$ cat src/rtl/spi_pkg.sv
// -----------------------------------------------------------------------------
// spi_pkg
// Shared definitions for the SPI transfer queue:
//   - default data / bit-count widths (must match the SPI master)
//   - default queue depth and no-progress timeout
//   - transfer FSM state encoding
// -----------------------------------------------------------------------------
package spi_pkg;

  localparam int DEFAULT_REG_WIDTH     = 8;
  localparam int DEFAULT_COUNTER_WIDTH = $clog2(DEFAULT_REG_WIDTH);
  localparam int DEFAULT_DEPTH         = 4;
  localparam int DEFAULT_TIMEOUT       = 1024;

  // Transfer sequencing, one transfer in flight at a time.
  typedef enum logic [2:0] {
    ST_IDLE      = 3'd0,  // waiting for a request and RX space
    ST_START     = 3'd1,  // t_start pulse to the master
    ST_WAIT_LOW  = 3'd2,  // waiting for the master to assert cs
    ST_WAIT_HIGH = 3'd3,  // waiting for the master to release cs
    ST_CAPTURE   = 3'd4   // d_out is final, push it to the RX FIFO
  } state_t;

endpackage : spi_pkg

$ cat src/rtl/spi_sync_fifo.sv
// -----------------------------------------------------------------------------
// spi_sync_fifo
// Single-clock first-word-fall-through FIFO. The head entry is always visible
// on pop_data while empty is low, so a consumer can look at it before popping.
//
// Parameters
//   WIDTH  entry width
//   DEPTH  number of entries; power of two, >= 2
// Ports
//   clk        in   1      clock, posedge
//   rst        in   1      asynchronous active-high reset (flushes pointers)
//   push       in   1      write push_data (ignored when full)
//   push_data  in   WIDTH  entry to write
//   pop        in   1      drop head entry (ignored when empty)
//   pop_data   out  WIDTH  head entry, valid while empty is low
//   full       out  1      no free entry
//   empty      out  1      no stored entry
// -----------------------------------------------------------------------------
module spi_sync_fifo #(
  parameter int WIDTH = 8,
  parameter int DEPTH = 4
) (
  input  logic             clk,
  input  logic             rst,
  input  logic             push,
  input  logic [WIDTH-1:0] push_data,
  input  logic             pop,
  output logic [WIDTH-1:0] pop_data,
  output logic             full,
  output logic             empty
);

  localparam int AW = $clog2(DEPTH);

  logic [WIDTH-1:0] mem [DEPTH];
  logic [AW:0]      wr_ptr_reg;
  logic [AW:0]      rd_ptr_reg;
  logic             push_en;
  logic             pop_en;

  // Pointers carry one extra wrap bit: equal pointers mean empty, equal
  // address bits with differing wrap bits mean full.
  assign full    = (wr_ptr_reg[AW] != rd_ptr_reg[AW]) &&
                   (wr_ptr_reg[AW-1:0] == rd_ptr_reg[AW-1:0]);
  assign empty   = (wr_ptr_reg == rd_ptr_reg);

  // A full FIFO refuses a push even when a pop happens in the same cycle.
  assign push_en = push && !full;
  assign pop_en  = pop && !empty;

  always_ff @(posedge clk or posedge rst) begin
    if (rst) begin
      wr_ptr_reg <= '0;
      rd_ptr_reg <= '0;
    end else begin
      if (push_en) wr_ptr_reg <= wr_ptr_reg + (AW+1)'(1);
      if (pop_en)  rd_ptr_reg <= rd_ptr_reg + (AW+1)'(1);
    end
  end

  // Storage is not reset; only entries between the pointers are meaningful.
  always_ff @(posedge clk) begin
    if (push_en) mem[wr_ptr_reg[AW-1:0]] <= push_data;
  end

  assign pop_data = mem[rd_ptr_reg[AW-1:0]];

endmodule : spi_sync_fifo

$ cat src/rtl/spi_xfer_queue.sv
// -----------------------------------------------------------------------------
// spi_xfer_queue
// Request/response front end for the SPI master. Host requests (data + bit
// count) are queued in a TX FIFO and issued to the master one at a time. The
// end of a transfer is recognised from cs going low then high again, after
// which the master's receive register is queued in an RX FIFO for the host.
// Zero-size requests are discarded with a pulse on err_zero; a transfer that
// makes no progress for too long is abandoned with a pulse on err_tmo.
//
// Ports
//   sys_clk    in   1                clock, posedge
//   rst        in   1                asynchronous active-high reset
//   req_valid  in   1                host request valid
//   req_ready  out  1                TX FIFO has room
//   req_data   in   REG_WIDTH        byte to shift out
//   req_size   in   COUNTER_WIDTH+1  number of bits to transfer
//   rsp_valid  out  1                RX FIFO not empty
//   rsp_ready  in   1                host takes the response
//   rsp_data   out  REG_WIDTH        oldest received byte
//   t_start    out  1                one-cycle start pulse to the master
//   d_in       out  REG_WIDTH        transmit data to the master
//   t_size     out  COUNTER_WIDTH+1  transfer size to the master
//   d_out      in   REG_WIDTH        master receive register
//   cs         in   1                master chip select, active low
//   busy       out  1                a transfer is being handled
//   err_zero   out  1                pulse: zero-size request dropped
//   err_tmo    out  1                pulse: transfer timed out
// -----------------------------------------------------------------------------
module spi_xfer_queue
  import spi_pkg::*;
#(
  parameter int REG_WIDTH     = DEFAULT_REG_WIDTH,
  parameter int COUNTER_WIDTH = $clog2(REG_WIDTH),
  parameter int DEPTH         = DEFAULT_DEPTH,
  parameter int TIMEOUT       = DEFAULT_TIMEOUT
) (
  input  logic                     sys_clk,
  input  logic                     rst,
  input  logic                     req_valid,
  output logic                     req_ready,
  input  logic [REG_WIDTH-1:0]     req_data,
  input  logic [COUNTER_WIDTH:0]   req_size,
  output logic                     rsp_valid,
  input  logic                     rsp_ready,
  output logic [REG_WIDTH-1:0]     rsp_data,
  output logic                     t_start,
  output logic [REG_WIDTH-1:0]     d_in,
  output logic [COUNTER_WIDTH:0]   t_size,
  input  logic [REG_WIDTH-1:0]     d_out,
  input  logic                     cs,
  output logic                     busy,
  output logic                     err_zero,
  output logic                     err_tmo
);

  localparam int SW   = COUNTER_WIDTH + 1;
  localparam int TX_W = REG_WIDTH + SW;
  localparam int TW   = (TIMEOUT > 2) ? $clog2(TIMEOUT) : 1;
  // The timer gives up on the edge where it would step to TIMEOUT-1.
  localparam logic [TW-1:0] TMO_LAST = TW'(TIMEOUT - 2);

  // ---------------------------------------------------------------------------
  // FIFOs
  // ---------------------------------------------------------------------------
  logic [TX_W-1:0]      tx_head;
  logic                 tx_full;
  logic                 tx_empty;
  logic                 tx_pop;
  logic [REG_WIDTH-1:0] rx_head;
  logic                 rx_full;
  logic                 rx_empty;
  logic                 rx_push;

  spi_sync_fifo #(
    .WIDTH (TX_W),
    .DEPTH (DEPTH)
  ) u_tx_fifo (
    .clk       (sys_clk),
    .rst       (rst),
    .push      (req_valid),
    .push_data ({req_data, req_size}),
    .pop       (tx_pop),
    .pop_data  (tx_head),
    .full      (tx_full),
    .empty     (tx_empty)
  );

  spi_sync_fifo #(
    .WIDTH (REG_WIDTH),
    .DEPTH (DEPTH)
  ) u_rx_fifo (
    .clk       (sys_clk),
    .rst       (rst),
    .push      (rx_push),
    .push_data (d_out),
    .pop       (rsp_ready),
    .pop_data  (rx_head),
    .full      (rx_full),
    .empty     (rx_empty)
  );

  assign req_ready = !tx_full;
  assign rsp_valid = !rx_empty;
  // Storage is not reset, so hide the head entry while nothing is queued.
  assign rsp_data  = rx_empty ? '0 : rx_head;

  // ---------------------------------------------------------------------------
  // Issue decision
  // ---------------------------------------------------------------------------
  state_t                 state_reg;
  logic [TW-1:0]          timer_reg;
  logic [REG_WIDTH-1:0]   d_in_reg;
  logic [COUNTER_WIDTH:0] t_size_reg;
  logic                   t_start_reg;
  logic                   err_zero_reg;
  logic                   err_tmo_reg;

  logic [REG_WIDTH-1:0]   head_data;
  logic [COUNTER_WIDTH:0] head_size;
  logic                   head_zero;
  logic                   issue;
  logic                   drop;

  assign head_data = tx_head[TX_W-1:SW];
  assign head_size = tx_head[SW-1:0];
  assign head_zero = (head_size == '0);

  // A transfer only starts when its response is guaranteed a slot, so the
  // RX FIFO can never overflow. Zero-size requests are dropped regardless.
  assign issue   = (state_reg == ST_IDLE) && !tx_empty && !head_zero && !rx_full;
  assign drop    = (state_reg == ST_IDLE) && !tx_empty && head_zero;
  assign tx_pop  = issue || drop;
  assign rx_push = (state_reg == ST_CAPTURE);

  // ---------------------------------------------------------------------------
  // Transfer FSM with timer and registered master-side outputs
  // ---------------------------------------------------------------------------
  always_ff @(posedge sys_clk or posedge rst) begin
    if (rst) begin
      state_reg    <= ST_IDLE;
      timer_reg    <= '0;
      d_in_reg     <= '0;
      t_size_reg   <= '0;
      t_start_reg  <= 1'b0;
      err_zero_reg <= 1'b0;
      err_tmo_reg  <= 1'b0;
    end else begin
      t_start_reg  <= 1'b0;
      err_zero_reg <= drop;
      err_tmo_reg  <= 1'b0;

      case (state_reg)
        ST_IDLE: begin
          timer_reg <= '0;
          if (issue) begin
            d_in_reg    <= head_data;
            t_size_reg  <= head_size;
            t_start_reg <= 1'b1;
            state_reg   <= ST_START;
          end
        end

        ST_START: begin
          timer_reg <= '0;
          state_reg <= ST_WAIT_LOW;
        end

        ST_WAIT_LOW: begin
          if (!cs) begin
            timer_reg <= '0;
            state_reg <= ST_WAIT_HIGH;
          end else if (timer_reg == TMO_LAST) begin
            timer_reg   <= '0;
            err_tmo_reg <= 1'b1;
            state_reg   <= ST_IDLE;
          end else begin
            timer_reg <= timer_reg + TW'(1);
          end
        end

        ST_WAIT_HIGH: begin
          if (cs) begin
            timer_reg <= '0;
            state_reg <= ST_CAPTURE;
          end else if (timer_reg == TMO_LAST) begin
            timer_reg   <= '0;
            err_tmo_reg <= 1'b1;
            state_reg   <= ST_IDLE;
          end else begin
            timer_reg <= timer_reg + TW'(1);
          end
        end

        ST_CAPTURE: begin
          state_reg <= ST_IDLE;
        end

        default: begin
          timer_reg <= '0;
          state_reg <= ST_IDLE;
        end
      endcase
    end
  end

  assign t_start  = t_start_reg;
  assign d_in     = d_in_reg;
  assign t_size   = t_size_reg;
  assign busy     = (state_reg != ST_IDLE);
  assign err_zero = err_zero_reg;
  assign err_tmo  = err_tmo_reg;

endmodule : spi_xfer_queue

$ cat config.mk
export PLATFORM = sky130hd
export DESIGN_NAME = spi_xfer_queue
export DESIGN_NICKNAME = d
export VERILOG_FILES = /design/src/rtl/spi_pkg.sv /design/src/rtl/spi_sync_fifo.sv /design/src/rtl/spi_xfer_queue.sv
export SDC_FILE = /design/constraint.sdc
export NUM_CORES = 1
export LEC_CHECK = 0
export ABC_AREA = 1
export BUFFER_PORTS_ARGS = -buffer_cell sky130_fd_sc_hd__buf_2
export CORE_ASPECT_RATIO = 1.1
export CORE_UTILIZATION = 40
export DETAILED_ROUTE_END_ITERATION = 7
export GPL_TIMING_DRIVEN = 1
export SYNTH_ARGS = -nofsm -noshare
export SYNTH_HDL_FRONTEND = slang
export SYNTH_SLANG_ARGS = --single-unit
export TNS_END_PERCENT = 20
$ cat constraint.sdc
create_clock -name sys_clk -period 3 [get_ports sys_clk]
set_input_delay 0.6 -clock sys_clk [delete_from_list [all_inputs] [get_ports sys_clk]]
set_output_delay 0.6 -clock sys_clk [all_outputs]
set_load 0.03 [all_outputs]
==> results of run 1 <==
[worst max path at each step]
| stage | startpoint | end | slack (ps) | cells past startpoint |
|---|---|---|---|---|
| 2_1_floorplan | u_tx_fifo.rd_ptr_reg[0] | u_tx_fifo.mem[3][0] | 830 | 5 |
| 6_report | u_rx_fifo.rd_ptr_reg[0] | rsp_data[3] | 280 | 6 |
| 3_3_place_gp | u_rx_fifo.rd_ptr_reg[0] | rsp_data[2] | 600 | 6 |
| 5_1_grt | u_rx_fifo.rd_ptr_reg[0] | rsp_data[3] | 40 | 6 |
| 3_5_place_dp | u_rx_fifo.rd_ptr_reg[0] | rsp_data[5] | 460 | 6 |
| 4_1_cts | u_rx_fifo.rd_ptr_reg[1] | rsp_data[2] | 210 | 5 |
[per-layer routing]
| metal | vias to the layer above | GRT usage (%) | part of all wire [%] |
|---|---|---|---|
| met4 | 0 | 8.024 | 1.6 |
| met3 | 12 | 4.346 | 3.9 |
| met5 | - | 0 | 0 |
| met2 | 82 | 28.16 | 50 |
| met1 | 1634 | 18.08 | 44 |
| li1 | 1720 | - | - |
[per-stage QoR]
stage	std cells	total power, uW	setup slack, ps	cell area (sq um)	hold slack, ps
floorplan	474	4527	832.8	5266	461.7
detailed placement	675	5118	461.3	5673	478.5
global route	707	7498	36.60	6250	300.6
global placement	675	5050	600.0	5673	459.1
finish	707	7014	281.3	6250	241.8
CTS	707	7095	206.7	6245	254.3
[timing repair]
item	CTS	global route
setup endpoints to repair	1	3
pin swaps	0	0
resized for setup	1	1
[report_power, final]
group	internal [uW]	switching, uW
Sequential	2150	327
Combinational	824	1760
Clock	1290	671
[worst max-delay path: cells and delay by family (launching register included)]
family / cells / cell delay, ps
AOI/OAI and AO/OA: 1 / 120
and+or+nand+nor: 2 / 280
buffers and inverters: 3 / 590
DFF: 1 / 720
[logic make-up after synthesis]
family / synth area share, %
xor+xnor: 2.328
fa+ha+maj: 2.851
flops: 64.62
simple gates: 18.48
compound gates: 5.987
buf+inv: 5.726
[final cells by class]
type	count	area (sq um)	area share, %
tap	157	196.4	3.143
clock inverter	11	130.1	2.082
timing repair buffer	60	325.3	5.205
inverter	49	187.7	3.003
sequential	120	3403	54.45
clock buffer	21	440.4	7.047
multi-input combinational	289	1567	25.07
[synthesized netlist by cell type (all sizes together) (7+ instances only)]
| cell type | number | area (sq um) |
|---|---|---|
| edfxtp | 80 | 2402 |
| nand3 | 30 | 155.1 |
| nand2 | 101 | 481.7 |
| xor2 | 7 | 61.31 |
| ha | 12 | 150.1 |
| xnor2 | 7 | 61.31 |
| nor2 | 69 | 271.5 |
| dfrtp | 40 | 1001 |
| buf | 14 | 107.6 |
| o21ai | 28 | 140.1 |
| inv | 48 | 182.7 |
| o32ai | 8 | 70.07 |
| o22ai | 10 | 62.56 |
==> impl_metrics.toml, run 1 <==
[drt]
drc = 6
wirelength_mm = 9.889
initialDrtViolationCount = 173
wl_per_cell_um = 13.99
dr.pass1.iters = 6
via_per_inst = 4.877
ant_nets = 0
via_count = 3448

[critical_path]
r2r_slack_ps = 810
critical_path_class = "reg -> out"
required_ps = 2400
crit_slowest_cell = "dfrtp_1"
r2r_start = "u_tx_fifo.rd_ptr_reg[0]"
critical_path_arrival_ps = 2120
cp_max_fo = 19
path_cells = "clkinv_2 > nor2_1 > o32ai_1 > nand2_1 > inv_1 > buf_2"
end_kind = "output port"
slowest_delay_ps = 720
cp-start-kind = "flop"
reg2reg_to = "d_in[1]"
worstRegToRegCells = 10

[synth]
syn_area_per_cell_sq_um = 11.11
synth_edf_count = 80
synth_fp_nets = 511
ys_warn_count = 0
ys_ff_latch = 120
ys_async_sr_fraction_pct = 33.33
synth.cell_area_sq_um = 5266
synth_seq_area_share_pct = 64.62
netlist_instances = 474
ys.flop_type = "edfxtp_1"
synth_cell_types = 33

[final_layout]
largest_register_ffs = 48
diodes = 0
synthToLayoutAreaGrowth_pct = 18.67
utilization_pct = 49.01
drive_above_1_share_pct = 21.82
layout_common_cells = "nand2_1 (80), edfxtp_1 (80), nor2_1 (66)"
fill_cells = 1154
final_nets = 574

[grt]
grt_max_degree = 26
grt_pass1_wl_mm = 16.41
grt-ovfl-total = 0
antenna_found_initial = 0
grt_usage_pct = 16.02
grt_pass1_vias = 3420

[hold_path]
hp-class = "in -> async"

[sta]
finalSetupTns_ps = 0
finalClockSkew_ps = 5.482
rsz0062_at_grt = "false"
setup_viol = 0
timing.fmax_mhz = 367.8
fin_crit_sh_pct = 90.62
worstMarginPinSlew_ps = 802.9
drv_slew = 0
max-slew-margin-rel_pct = 46.15
final-hold-violation-count = 0
fin_crit_ps = 2719

[cts]
cts_tree = "built"
post_cts_buffers = 0
insertion_delay_ps = 410
clockBufferDepth = 2
cts_made_buffers = 17
cts_sinks = 120
htree_levels = 4
cts_hold_buf = 0
path_clk_slew_ps = 50
clock-root-buffer = "clkbuf_16"

[floorplanning]
die-area_sq_um = 13630
num_rows = 43
fp.dieH_um = 122.3
die_w_um = 111.4
core_sq_um = 12750
start_util_pct = 41.30
io_pins = 51

[placement]
gp_congestion = 0.7216
numPortBuffers = 50
dp_hpwl_mm = 6.597

[power]
p_leak_uw = 0.002692
peakVddDrop_mv = 0.6363
power_density_nw_per_um2 = 1122

[flow_run]
cap_violations = 0

[outcome]
status = "complete, but fails checks"
violations = "DRC"
No activity file was read; power rests on OpenSTA's default activity.
==> run 2: changes to the inputs <==
--- a/config.mk
+++ b/config.mk
@@ -6,8 +6,10 @@
 export NUM_CORES = 1
 export LEC_CHECK = 0
 export ABC_AREA = 1
-export BUFFER_PORTS_ARGS = -buffer_cell sky130_fd_sc_hd__buf_2
+export ABC_CLOCK_PERIOD_IN_PS = 3000
+export BUFFER_PORTS_ARGS = -buffer_cell sky130_fd_sc_hd__buf_4
 export CORE_ASPECT_RATIO = 1.1
+export CORE_MARGIN = 2
 export CORE_UTILIZATION = 40
 export DETAILED_ROUTE_END_ITERATION = 7
 export GPL_TIMING_DRIVEN = 1
==> run 2 against run 1 <==
Final cell count unchanged. First-iteration DRC count rose by 57%. Largest cell class unchanged. The flow now finishes without violations. Hold slack better by 72 ps. Maximum frequency down 1.6%.
==> impl_metrics.toml, run 2 (same netlist as run 1, synthesis figures left out) <==
[placement]
gp_congestion = 0.7835
numPortBuffers = 50
dp_hpwl_mm = 6.636

[final_layout]
synthToLayoutAreaGrowth_pct = 21.74
regArea_sq_um = 3403
multi_input_area_sq_um = 1567
drive_above_1_share_pct = 22.36
final_nets = 574
fill_cells = 1135
largest_register_ffs = 48
diodes = 0
layout_common_cells = "nand2_1 (80), edfxtp_1 (80), nor2_1 (66)"

[cts]
htree_levels = 4
cts_sinks = 120
clock-root-buffer = "clkbuf_16"
insertion_delay_ps = 420
cts_hold_buf = 0
cts_made_buffers = 17
cts_tree = "built"
path_clk_slew_ps = 50
clockBufferDepth = 2

[critical_path]
critical_path_arrival_ps = 2160
end_kind = "output port"
cp-start-kind = "flop"
required_ps = 2400
critical_path_class = "reg -> out"
cp_max_fo = 19

[flow_run]
cap_violations = 0

[floorplanning]
fp.dieH_um = 124.3
die-area_sq_um = 14100
start_util_pct = 41.30
io_pins = 51
die_w_um = 113.4
core_sq_um = 12750
num_rows = 43

[power]
p_seq_share_pct = 33.7
power_switching_uw = 2775
p_leak_uw = 0.002755
peakVddDrop_mv = 0.6179
combPwrFrac_pct = 38.0
power_density_nw_per_um2 = 1131
switching_share_pct = 38.27
p_clk_share_pct = 28.3
internal_power_uw = 4477

[sta]
worstMarginPinSlew_ps = 1044
finalClockSkew_ps = 6.501
max-slew-margin-rel_pct = 29.97
final-hold-violation-count = 0
fin_crit_ps = 2762
fin_crit_sh_pct = 92.05
timing.fmax_mhz = 362.1
setup_viol = 0
whs_ps = 313.6
finalSetupTns_ps = 0
drv_slew = 0
rsz0062_at_grt = "false"

[grt]
grt_usage_pct = 15.67
grt_pass1_wl_mm = 16.92
grt-ovfl-total = 0
antenna_found_initial = 0
grt_pass1_vias = 3472
grt_max_degree = 30

[drt]
dr.pass1.iters = 4
via_count = 3466
ant_nets = 0
wirelength_mm = 10.08
drc = 0
initialDrtViolationCount = 271
wl_per_cell_um = 14.26
via_per_inst = 4.902

[hold_path]
hp-class = "in -> async"

[outcome]
status = "finished clean"
## run 2: changes by cell type in the layout (fill, tap and decap cells not counted)
cell,before,now
buf_4,10,60
buf_2,50,0
clkinvlp_4,1,0
clkbuf_1,4,1
clkbuf_8,0,4
## run 2: layout make-up
| type | instances | share of cell area (%) |
|---|---|---|
| flip-flops and latches | 120 | 53.08 |
| repair buffers | 60 | 7.026 |
| multi-input cells | 289 | 24.43 |
| clock buffers | 22 | 7.553 |
| well taps | 157 | 3.064 |
| clock inverters | 10 | 1.913 |
| inverters | 49 | 2.927 |
## run 2: stage by stage
step	instances	instance area, sq um	util [%]	worst slack, ps	total power (uW)
4_1_cts	707	6406	50.24	177.9	7331
2_1_floorplan	474	5266	-	832.8	4527
5_1_grt	707	6411	50.28	53.16	7735
3_5_place_dp	675	5798	45.47	473.2	5258
3_3_place_gp	675	5798	45.47	599.6	5190
6_report	707	6411	50.28	238.5	7252
## run 2: path summary, 6_finish.rpt
| path | endpoint | slack [ps] | start | cells past startpoint |
|---|---|---|---|---|
| min | err_zero | 310 | rst | 2 |
| min in group sys_clk | u_tx_fifo.mem[0][3] | 380 | req_size[3] | 1 |
| min reg2reg | u_rx_fifo.wr_ptr_reg[2] | 500 | u_rx_fifo.wr_ptr_reg[2] | 1 |
| max reg2reg | u_rx_fifo.mem[3][2] | 790 | u_rx_fifo.rd_ptr_reg[0] | 4 |
| max in group asynchronous | t_size[2] | 2030 | rst | 3 |
| max | rsp_data[1] | 240 | u_rx_fifo.rd_ptr_reg[0] | 6 |
## run 2: worst max-delay path, cell delays in order (launching register included)
cell and delay, ps:
dfrtp_1 740, clkinv_2 400, nor2_1 190, o32ai_1 100, nand2_1 90, inv_1 50, buf_4 160
## run 2: power groups by stage
stage | Sequential [uW] | Clock (uW) | Combinational, uW
floorplan | 2520 | 0 | 2010
global placement | 2460 | 0 | 2730
detailed placement | 2470 | 0 | 2790
CTS | 2450 | 2090 | 2790
global route | 2500 | 2170 | 3070
finish | 2450 | 2050 | 2750
## run 2: repair_timing
action / in CTS / in global routing
setup endpoints to repair: 2 / 8
setup buffers: 0 / 0
resized for setup: 1 / 1
pin swaps: 0 / 0
gates cloned: 0 / 0
## run 2: metal layers
metal	vias to the layer above	track usage (%)	part of all wire, %
li1	1718	-	-
met1	1652	18.37	42
met2	70	25.71	50
met3	26	4.866	4.5
met4	0	8.178	2.7
met5	-	0	0
==> run 3: changes to the inputs <==
--- a/config.mk
+++ b/config.mk
@@ -13,6 +13,7 @@
 export CORE_UTILIZATION = 40
 export DETAILED_ROUTE_END_ITERATION = 7
 export GPL_TIMING_DRIVEN = 1
+export RECOVER_POWER = 50
 export SYNTH_ARGS = -nofsm -noshare
 export SYNTH_HDL_FRONTEND = slang
 export SYNTH_SLANG_ARGS = --single-unit
==> run 3 against run 2 <==
Cell area shrank 1.7%. First-iteration DRC count increased by 4.4%. Critical path type unchanged. Critical path depth unchanged. Sequential share of layout area rose by 0.93 points. Die area stayed put. Flip-flop and latch count did not move. Final cell count is the same. Non-clock buffer count stayed put. Via count rose by 0.35%. Maximum frequency hardly changed. Hold slack improved by 1.2 ps. Critical endpoint unchanged. Register-to-register slack hardly changed.
==> impl_metrics.toml, run 3 (same netlist as run 1, synthesis figures left out) <==
[grt]
grt_max_degree = 30
grt-ovfl-total = 0
use_met2_pct = 25.71
use_met3_pct = 4.866
grt_pass1_vias = 3472
grt_busiest_layer = "met2"
antenna_found_initial = 0
grt_usage_pct = 15.67
grt_pass1_wl_mm = 16.92
met1_usage_pct = 18.37

[drt]
dr.pass1.iters = 6
initialDrtViolationCount = 283
via_count = 3478
ant_nets = 0
wirelength_mm = 10.09
via_per_inst = 4.919
wl_per_cell_um = 14.27
drc = 0

[final_layout]
fill_cells = 1151
drive_above_1_share_pct = 17.09
diodes = 0
final_nets = 574
largest_register_ffs = 48
layout_common_cells = "nand2_1 (80), edfxtp_1 (80), nor2_1 (66)"
synthToLayoutAreaGrowth_pct = 19.65

[critical_path]
cp_max_fo = 19
cp.buffers_inverters = 3
crit_slowest_cell = "dfrtp_1"
critical_path_class = "reg -> out"
critical_path_arrival_ps = 2160
crit_path_end = "rsp_data[1]"
reg2reg_to = "u_rx_fifo.mem[3][2]"
slowest_delay_ps = 740
worstRegToRegCells = 4
r2r_start = "u_rx_fifo.rd_ptr_reg[0]"
worstSetupStartpoint = "u_rx_fifo.rd_ptr_reg[0]"
end_kind = "output port"
cp_num_cells = 6
required_ps = 2400
critical-path-top-delay-family = "flip-flops"
r2r_slack_ps = 780
cp-start-kind = "flop"
path_cells = "clkinv_2 > nor2_1 > o32ai_1 > nand2_1 > inv_1 > buf_4"

[sta]
final-hold-violation-count = 0
worstMarginPinSlew_ps = 1049
finalClockSkew_ps = 7.635
max-slew-margin-rel_pct = 29.62
rsz0062_at_grt = "false"
finalSetupTns_ps = 0
fin_crit_ps = 2763
drv_slew = 0
setup_slack_ps = 236.9
timing.fmax_mhz = 361.9
setup_viol = 0
fin_crit_sh_pct = 92.10

[floorplanning]
num_rows = 43
io_pins = 51
start_util_pct = 41.30
die-area_sq_um = 14100
die_w_um = 113.4
fp.dieH_um = 124.3
core_sq_um = 12750

[power]
peakVddDrop_mv = 0.6179
power_density_nw_per_um2 = 1145
p_leak_uw = 0.002651

[cts]
htree_levels = 4
clock-root-buffer = "clkbuf_16"
cts_sinks = 120
cts_tree = "built"
path_clk_slew_ps = 50
cts_made_buffers = 17
cts_hold_buf = 0
insertion_delay_ps = 420
clockBufferDepth = 2

[outcome]
status = "finished clean"

[placement]
numPortBuffers = 50
dp_hpwl_mm = 6.636
gp_congestion = 0.7835
pre_cts_slack_ps = 473.2

[flow_run]
cap_violations = 0

[hold_path]
hp-class = "in -> async"
-- run 3: cell types whose count changed in the layout (fill, tap and decap cells not counted) --
cell / change
o21ai_0: +1
clkbuf_4: +1
clkbuf_1: +28
buf_4: -29
o21ai_1: -1
nor3_2: -1
nor3_1: +1
-- run 3: through the flow --
| step | area (sq um) | hold slack [ps] | power (uW) | utilization, % | std cells |
|---|---|---|---|---|---|
| CTS | 6406 | 338.7 | 7331 | 50.24 | 707 |
| finish | 6301 | 314.8 | 7213 | 49.42 | 707 |
| floorplan | 5266 | 461.7 | 4527 | - | 474 |
| global placement | 5798 | 474.4 | 5190 | 45.47 | 675 |
| detailed placement | 5798 | 480.8 | 5258 | 45.47 | 675 |
| global route | 6301 | 372.2 | 7694 | 49.42 | 707 |
-- run 3: how the worst min path moves through the flow --
stage | start | to | slack, ps | cells past startpoint
2_1_floorplan | u_rx_fifo.wr_ptr_reg[2] | u_rx_fifo.wr_ptr_reg[2] | 460 | 1
3_3_place_gp | u_rx_fifo.wr_ptr_reg[2] | u_rx_fifo.wr_ptr_reg[2] | 470 | 1
3_5_place_dp | u_rx_fifo.wr_ptr_reg[2] | u_rx_fifo.wr_ptr_reg[2] | 480 | 1
4_1_cts | rst | err_zero | 340 | 2
5_1_grt | rst | err_zero | 370 | 2
6_report | rst | err_zero | 310 | 2
-- run 3: area by class of cell --
| class | count | area [sq um] | area share, % |
|---|---|---|---|
| clock inverters | 10 | 122.6 | 1.946 |
| inverters | 49 | 187.7 | 2.979 |
| well taps | 157 | 196.4 | 3.118 |
| repair buffers | 60 | 345.3 | 5.481 |
| flip-flops and latches | 120 | 3403 | 54.01 |
| multi-input cells | 289 | 1562 | 24.78 |
| clock buffers | 22 | 484.2 | 7.685 |
-- run 3: worst register-to-register path, cell delays in order, from the launching register on --
cell     delay (ps)
dfrtp_1         740
xnor2_1         240
nand3_1         180
nand2_1         190
nor2_2          490
-- run 3: per-layer routing --
layer | vias to the layer above | share of wire (%)
li1 | 1717 | -
met1 | 1651 | 42
met2 | 85 | 50
met3 | 25 | 5.0
met4 | 0 | 2.8
met5 | - | 0
-- run 3: where the power goes --
part           switching [uW]  leakage, uW  internal [uW]  total [uW]
Sequential                297      0.00124           2150        2440
Combinational            1800      0.00111            912        2720
Clock                     674     0.000305           1380        2050
Total                    2780      0.00265           4440        7210
-- run 3: what timing repair did --
action / 4_1_cts / 5_1_grt
setup buffers: 0 / 0
setup endpoints to repair: 2 / 8
gates resized for setup: 1 / 1
